==> config.mk <==
export PLATFORM = sky130hd
export DESIGN_NAME = bus_master_unit
export DESIGN_NICKNAME = d
export VERILOG_FILES = /design/src/rtl/bus_master_unit.sv
export SDC_FILE = /design/constraint.sdc
export NUM_CORES = 1
export LEC_CHECK = 0
export BUFFER_PORTS_ARGS = -buffer_cell sky130_fd_sc_hd__buf_2
export CAP_MARGIN = 40
export CORE_ASPECT_RATIO = 1.1
export CORE_UTILIZATION = 45
export CTS_BUF_LIST = sky130_fd_sc_hd__clkbuf_16
export DETAILED_ROUTE_END_ITERATION = 12
export PLACE_DENSITY = 0.9
export SYNTH_ARGS = -nofsm -noshare
export SYNTH_HDL_FRONTEND = slang
export SYNTH_SLANG_ARGS = --single-unit
==> constraint.sdc <==
create_clock -name clk -period 2.2 [get_ports clk]
set_clock_uncertainty 0.2 [all_clocks]
set_input_delay 0.33 -clock clk [delete_from_list [all_inputs] [get_ports clk]]
set_output_delay 0.33 -clock clk [all_outputs]
set_load 0.1 [all_outputs]
==> src/rtl/bus_master_unit.sv <==
`timescale 1ns/1ps
// ============================================================================
// bus_master_unit
// ----------------------------------------------------------------------------
// Single-port bus master that sits between the CPU control unit and the
// memory/peripheral bus. It accepts one read or write request at a time,
// runs a req/ack handshake with wait states and a timeout, and reports the
// result back to the control unit as a one-cycle pulse.
//
// Parameters
//   TIMEOUT                cycles mem_req is held without mem_ack before the
//                          transaction is aborted (legal range 2..255)
//
// Ports
//   clk                    system clock, rising edge
//   rst                    synchronous, active-high reset
//   BUS_start_transaction  one-cycle request pulse from the control unit
//   BUS_mode               0 = read, 1 = write (sampled with the start pulse)
//   BUS_addr[31:0]         byte address (sampled with the start pulse)
//   BUS_wdata[31:0]        store data (sampled with the start pulse)
//   BUS_rdata[31:0]        last successfully read word
//   BUS_rdata_valid        pulse: read completed, BUS_rdata valid
//   BUS_write_done         pulse: write accepted by the bus
//   BUS_busy               transaction in flight (through completion/error)
//   BUS_error              pulse: misaligned address or timeout
//   mem_req                bus request, held until ack or timeout
//   mem_we                 write enable, qualified by mem_req
//   mem_addr[31:0]         word-aligned bus address
//   mem_wdata[31:0]        bus write data
//   mem_ack                slave acknowledge (read data valid same cycle)
//   mem_rdata[31:0]        slave read data
//
// Every output comes straight from a flop, so there is no combinational
// path from mem_ack (or any other input) to an output.
// ============================================================================
module bus_master_unit #(
    parameter int unsigned TIMEOUT = 16
) (
    input  logic        clk,
    input  logic        rst,

    input  logic        BUS_start_transaction,
    input  logic        BUS_mode,
    input  logic [31:0] BUS_addr,
    input  logic [31:0] BUS_wdata,
    output logic [31:0] BUS_rdata,
    output logic        BUS_rdata_valid,
    output logic        BUS_write_done,
    output logic        BUS_busy,
    output logic        BUS_error,

    output logic        mem_req,
    output logic        mem_we,
    output logic [31:0] mem_addr,
    output logic [31:0] mem_wdata,
    input  logic        mem_ack,
    input  logic [31:0] mem_rdata
);

    typedef enum logic [1:0] {
        ST_IDLE,
        ST_REQ,
        ST_DONE,
        ST_ERR
    } state_e;

    // Counter value seen in the last REQ cycle before the abort.
    localparam logic [7:0] CNT_LAST = 8'(TIMEOUT - 1);

    state_e      state_q, state_d;

    // Holding registers for the accepted request.
    logic        mode_q,  mode_d;
    logic [31:0] addr_q,  addr_d;
    logic [31:0] wdata_q, wdata_d;
    logic [31:0] rdata_q, rdata_d;
    logic [7:0]  cnt_q,   cnt_d;

    // Registered outputs.
    logic        req_q,   req_d;
    logic        we_q,    we_d;
    logic        valid_q, valid_d;
    logic        done_q,  done_d;
    logic        busy_q,  busy_d;
    logic        error_q, error_d;

    // ------------------------------------------------------------------------
    // Next-state and next-output logic
    // ------------------------------------------------------------------------
    always_comb begin
        // NOTE: every signal gets a default first so no path leaves it
        // unassigned; that is what keeps this block from inferring latches.
        state_d = state_q;
        mode_d  = mode_q;
        addr_d  = addr_q;
        wdata_d = wdata_q;
        rdata_d = rdata_q;
        cnt_d   = cnt_q;

        unique case (state_q)
            ST_IDLE: begin
                // mem_ack is deliberately not looked at here: a stray ack
                // while idle must not disturb anything.
                if (BUS_start_transaction) begin
                    if (BUS_addr[1:0] == 2'b00) begin
                        mode_d  = BUS_mode;
                        addr_d  = BUS_addr;
                        wdata_d = BUS_wdata;
                        cnt_d   = 8'd0;
                        state_d = ST_REQ;
                    end else begin
                        // Misaligned: report the error without touching
                        // the bus or the holding registers.
                        state_d = ST_ERR;
                    end
                end
            end

            ST_REQ: begin
                // Ack is checked before the timeout so an ack in the last
                // allowed cycle still completes the transaction.
                if (mem_ack) begin
                    if (!mode_q) begin
                        rdata_d = mem_rdata;
                    end
                    state_d = ST_DONE;
                end else if (cnt_q == CNT_LAST) begin
                    state_d = ST_ERR;
                end else if (cnt_q != 8'hFF) begin
                    cnt_d = cnt_q + 8'd1;
                end
            end

            // Completion and error states last exactly one cycle; any start
            // pulse seen here is dropped rather than queued.
            ST_DONE: state_d = ST_IDLE;
            ST_ERR:  state_d = ST_IDLE;

            default: state_d = ST_IDLE;
        endcase

        // Outputs are derived from the state being entered, so once
        // registered they line up with the state they describe.
        req_d   = (state_d == ST_REQ);
        we_d    = (state_d == ST_REQ) && mode_d;
        valid_d = (state_d == ST_DONE) && !mode_d;
        done_d  = (state_d == ST_DONE) &&  mode_d;
        error_d = (state_d == ST_ERR);
        busy_d  = (state_d != ST_IDLE);
    end

    // ------------------------------------------------------------------------
    // State and output registers
    // ------------------------------------------------------------------------
    always_ff @(posedge clk) begin
        if (rst) begin
            // NOTE: the holding registers are reset as well, because they
            // drive mem_addr/mem_wdata/BUS_rdata directly and those outputs
            // have defined reset values.
            state_q <= ST_IDLE;
            mode_q  <= 1'b0;
            addr_q  <= 32'h0;
            wdata_q <= 32'h0;
            rdata_q <= 32'h0;
            cnt_q   <= 8'd0;
            req_q   <= 1'b0;
            we_q    <= 1'b0;
            valid_q <= 1'b0;
            done_q  <= 1'b0;
            busy_q  <= 1'b0;
            error_q <= 1'b0;
        end else begin
            // NOTE: non-blocking assignments so every flop samples the
            // values from before this edge, independent of statement order.
            state_q <= state_d;
            mode_q  <= mode_d;
            addr_q  <= addr_d;
            wdata_q <= wdata_d;
            rdata_q <= rdata_d;
            cnt_q   <= cnt_d;
            req_q   <= req_d;
            we_q    <= we_d;
            valid_q <= valid_d;
            done_q  <= done_d;
            busy_q  <= busy_d;
            error_q <= error_d;
        end
    end

    // ------------------------------------------------------------------------
    // Output ports
    // ------------------------------------------------------------------------
    // addr_q only ever holds an aligned address, so it is already the
    // word-aligned bus address.
    assign mem_req         = req_q;
    assign mem_we          = we_q;
    assign mem_addr        = addr_q;
    assign mem_wdata       = wdata_q;
    assign BUS_rdata       = rdata_q;
    assign BUS_rdata_valid = valid_q;
    assign BUS_write_done  = done_q;
    assign BUS_busy        = busy_q;
    assign BUS_error       = error_q;

endmodule

After elaboration in Yosys (flattened, before gate mapping)
Index checks and enable logic that the tools add are counted.

Input port bits: 101. Output and inout bits: 102. Bits in registers: 113.

Mux-type cells: 14. Add/subtract/negate cells: 1. Bitwise logic cells: 1. Reduce and logical (&&, ||, !) cells: 12. Eq/ne operators: 13.

Operators with widths (number): two-way mux 8 bit (5); one-hot mux 8 bit (2 select lines) (1); inequality test 2 bit, second input constant (5); adder 8 x 1 -> 8 bit, second input constant (1); equality test 2 bit, second input constant (4); equality test 8 x 4 -> 1 bit, second input constant (1); two-way mux 2 bit (4); inequality test 8 bit, second input constant (1); one-hot mux 2 bit (3 select lines) (1); AND reduction 3 bit (2); AND reduction 6 bit (1); equality test 2 x 1 -> 1 bit, second input constant (2); logical NOT 2 bit (2); nonzero test 2 bit (2); logical AND 1 bit (3); two-way mux 1 bit (3); OR reduction 2 bit (1); logical NOT 1 bit (1); NOT 1 bit (1).

Longest topological paths before layout
Word-level depth: 6. Mapped depth: 7. Depth with buffers taken out: 5.

Worst setup path before layout
Ideal clock, no wire load.

Path kind: input to register. Start: input port BUS_addr[0]. End: register wdata_q[10] (netlist: mem_wdata[10]). Library setup time: 132 ps. Arrival: 1592 ps. Setup slack: 276 ps. Stages on the path: 6. Cell sequence: or4b_4 > or2_1 > buf_2 > buf_2 > nand2_1 > a21oi_1.

Longest elaborated chain between the ends: 2.

Ends and longest elaborated chain: start: declaration (RTL line 44) `input logic [31:0] BUS_addr,`; logical NOT 2 bit (RTL line 105) `if (BUS_addr[1:0] == 2'b00) begin`; AND reduction 3 bit (no line); end signal: assignment (RTL line 178) `wdata_q <= wdata_d;`; end: declaration (RTL line 75) `logic [31:0] wdata_q, wdata_d;`.

Every way passes these cells. A chain may end at the register's enable or synchronous reset.

Worst setup path in the final report
Start: register state_q[1]. End: register rdata_q[10] (netlist: BUS_rdata[10]).

Longest elaborated chain between the ends: 2.

Ends and longest elaborated chain: start: declaration (RTL line 70) `state_e state_q, state_d;`; start signal: assignment (RTL line 175) `state_q <= state_d;`; equality test 2 x 1 -> 1 bit (RTL line 100) `unique case (state_q)`; AND reduction 3 bit (no line); end signal: assignment (RTL line 179) `rdata_q <= rdata_d;`; end: declaration (RTL line 76) `logic [31:0] rdata_q, rdata_d;`.

Every way passes these cells.

==> results.md <==
- WL/cell: 14.95 um
- Diodes inserted: 0
- Crit path required time: between 2 and 2.5 ns
- Total Routing Usage GR: between 20% and 30%
- MaxCap Viol Count: 0
- Die Ht: about 100 um
- Worst slew pin tran: around 0.57 ns
- Critical Path Fanout Max: 32
- Hold slack: between 0.01 and 0.015 ns
- Placed insts: between 700 and 800
- Cell-internal power: between 4 and 5 mW
- Pwr per Cell Area: roughly 870 nW/um2
- Critical path capture point type: flip-flop
- Core Util, Final: approximately three quarters
- Worst r2r src: state_q[1]
- Synth-to-layout area growth: 63.71%
- Buffers on Ports: 202
- Clock Power Share: between 40% and 50%
- Initial antenna violation count: 0
- Reg-to-Reg End: BUS_rdata[10]
- Sw power: 1.696 mW
- Vias per cell: between 5 and 6
- Post-Place Cell Area: between 5000 and 6000 um2
- Warnings, synthesis: 0
- Core area: a little under 9000 um2
- Mapped cell area: a little over 4000 um2
- VDD IR max: 478.3 uV
- Synth top area cells: dfxtp_1 (55%), nand2_1 (18%), a21oi_1 (12%)
- DRC Markers: 0
- Unrepaired setup endpoints after global routing: false
- Hold-fix buffers at CTS: 93
- Worst Reg-to-Reg Cells: 4
- Count leader, synth: nand2_1
- Via count: roughly 4.7k
- Vias in the first global route: ~4.7k
- Largest net degree at the start of global routing: 65
- Final Max Slew Viols: 0
- Clk_lat worst skew: around 0.41 ns
- Critical path class: reg -> reg
- Status: completed
- Cell Chain, Critical Path: nand3b_1, or2_2, nand2_1, a21oi_1
- Num CTS Buffers: 17
- Sequential share of power: between 30% and 40%
- Fmax: 495.9 MHz
- Wire length of the first global-routing pass: 21220 um
- Slew headroom: 61.93%
- Post-DRT Antenna Nets: 0
- Site row count: 36
- Final Non-Filler Cells: just over 900
- Top cell type by total area after synthesis: dfxtp_1
- Clk root buf: clkbuf_16
- Synth cell count leaders: nand2_1 (194), dfxtp_1 (113), a21oi_1 (95), clkbuf_1 (21), buf_2 (15)
- Clock tree buffer depth: 2
- CTS tree: yes
- Post-layout worst setup margin: between 0.15 and 0.2 ns
- Ports: 203
- Post-synth EDFFs: 0
- Total power: just under 6 mW
- Worst min-delay path class: in -> reg
- Iteration-0 DRC Markers: 239
- Clock Pin Slew Worst Setup and Hold Paths: roughly 0.060 ns
- Final HPWL DP: roughly 7400 um
- Setup crit end: BUS_rdata[10]
- Synth top area share: 55.00%
- CTS Sinks: between 100 and 150
- Seq/Total Area, Yosys: about 55%
- Critical path origin: state_q[1]
- CTS HTree Levels: 4
- DRT Wirelength: roughly 14000 um
- Setup TNS: 0 ns
- Share of layout cells above drive strength 1: between 30% and 40%
- Worst path arrival time: ~2.1 ns
- #FFs+latches synth: 113
- Ys async rst share: 0%
- Netlist cell types: 40
- Syn nets: 607
- CP max-delay cell: dfxtp_1
- Net switching fraction of the power: just under 30%
- Tmin final: ~2.0 ns
- Post-Place Setup Slack: 0.07500 ns
- Starting density of the core: between 40% and 50%
- Die area: about 9500 um2
- Chip width: 93.15 um
- Fin nets: between 800 and 900
- Pleak: 3.006 nW
- R2r setup slk: about 0.18 ns
- Syn Area/Cell: around 8.1 um2
- Setup violators final: 0
- Post-CTS setup buffers: 0
- Fin crit share: between 90% and 100%
- Post-Syn Instances: just over 500
- Grt ovf: 0
- Final GP Congestion: 0.9046
- Main synth FF type: dfxtp_1
- Combinational share of power: around 17%
- Slowest stage delay, CP: 0.54 ns
- CTS resizes: 0
- Startpoint Class: flip-flop
- Final Hold Vio Count: 0
- Final instance area: 6733 um2
- DRT Pass-1 Iters: 5
==> area by class of cell <==
| type | count | area (um2) |
|---|---|---|
| clock buffer | 17 | 425.4 |
| multi-input combinational | 351 | 1678 |
| timing repair buffer | 305 | 2044 |
| sequential | 113 | 2262 |
| tap | 114 | 142.6 |
| fill | 558 | 2141 |
| inverter | 3 | 11.26 |
| clock inverter | 15 | 168.9 |
==> worst min path at each step <==
stage                  startpoint             to  slack (ns)  cells past startpoint
floorplan                     rst     state_q[0]        0.25                      1
global placement     mem_addr[19]   mem_addr[19]        0.24                      2
detailed placement   BUS_rdata[2]   BUS_rdata[2]        0.24                      2
CTS                           rst       cnt_q[6]       0.004                      2
global route                  rst       cnt_q[5]       0.005                      2
finish              mem_rdata[15]  BUS_rdata[15]        0.01                      3
==> kinds of logic (layout without fill, tap and decap cells) <==
| logic type | count (synthesis) | count (layout) | share of synthesized area (%) |
|---|---|---|---|
| AO/OA/AOI/OAI | 117 | 117 | 16.19 |
| multiplexers | 2 | 2 | 0.5780 |
| AND/OR/NAND/NOR | 231 | 231 | 23.55 |
| flip-flops | 113 | 113 | 55.00 |
| buffers and inverters | 41 | 340 | 4.381 |
| adder cells (fa/ha/maj) | 1 | 1 | 0.3042 |
==> flip-flops by register name, indices dropped and copies added (netlist names) <==
register	cells
state_q	2
BUS_rdata	32
mem_we	1
mem_wdata	32
mode_q	1
BUS_write_done	1
cnt_q	8
mem_req	1
BUS_error	1
mem_addr	32
BUS_rdata_valid	1
BUS_busy	1
==> cell usage in the layout, fill, tap and decap left out, types with 4 or more instances in the layout <==
cell / count
clkinvlp_4: 5
nand2_1: 194
nor2_1: 6
and3_1: 6
clkbuf_16: 17
dlygate4sd3_1: 93
buf_4: 9
inv_1: 4
a21oi_1: 95
buf_2: 201
dfxtp_1: 113
==> power by group through the flow <==
| stage | sequential, mW | combinational [mW] | clock [mW] |
|---|---|---|---|
| finish | 2.16 | 0.997 | 2.71 |
| global placement | 2.19 | 0.832 | 0 |
| CTS | 2.15 | 0.976 | 2.75 |
| global route | 2.16 | 1.04 | 2.87 |
| floorplan | 2.65 | 0.195 | 0 |
| detailed placement | 2.20 | 0.846 | 0 |
==> critical path, delay by kind of cell, from the launching register on <==
family             cells  cell delay, ns
DFF                    1            0.54
and+or+nand+nor        3            0.92
AOI/OAI and AO/OA      1            0.24
==> layer usage <==
| layer | routed length (um) | vias up | global-route usage (%) |
|---|---|---|---|
| met5 | 0 | - | 0 |
| met4 | 512 | 0 | 16.80 |
| met3 | 939 | 57 | 9.226 |
| met2 | 7292 | 242 | 52.83 |
| met1 | 4981 | 2193 | 28.45 |
| li1 | - | 2250 | - |
Note: power is estimated with default switching activity, not from simulation.
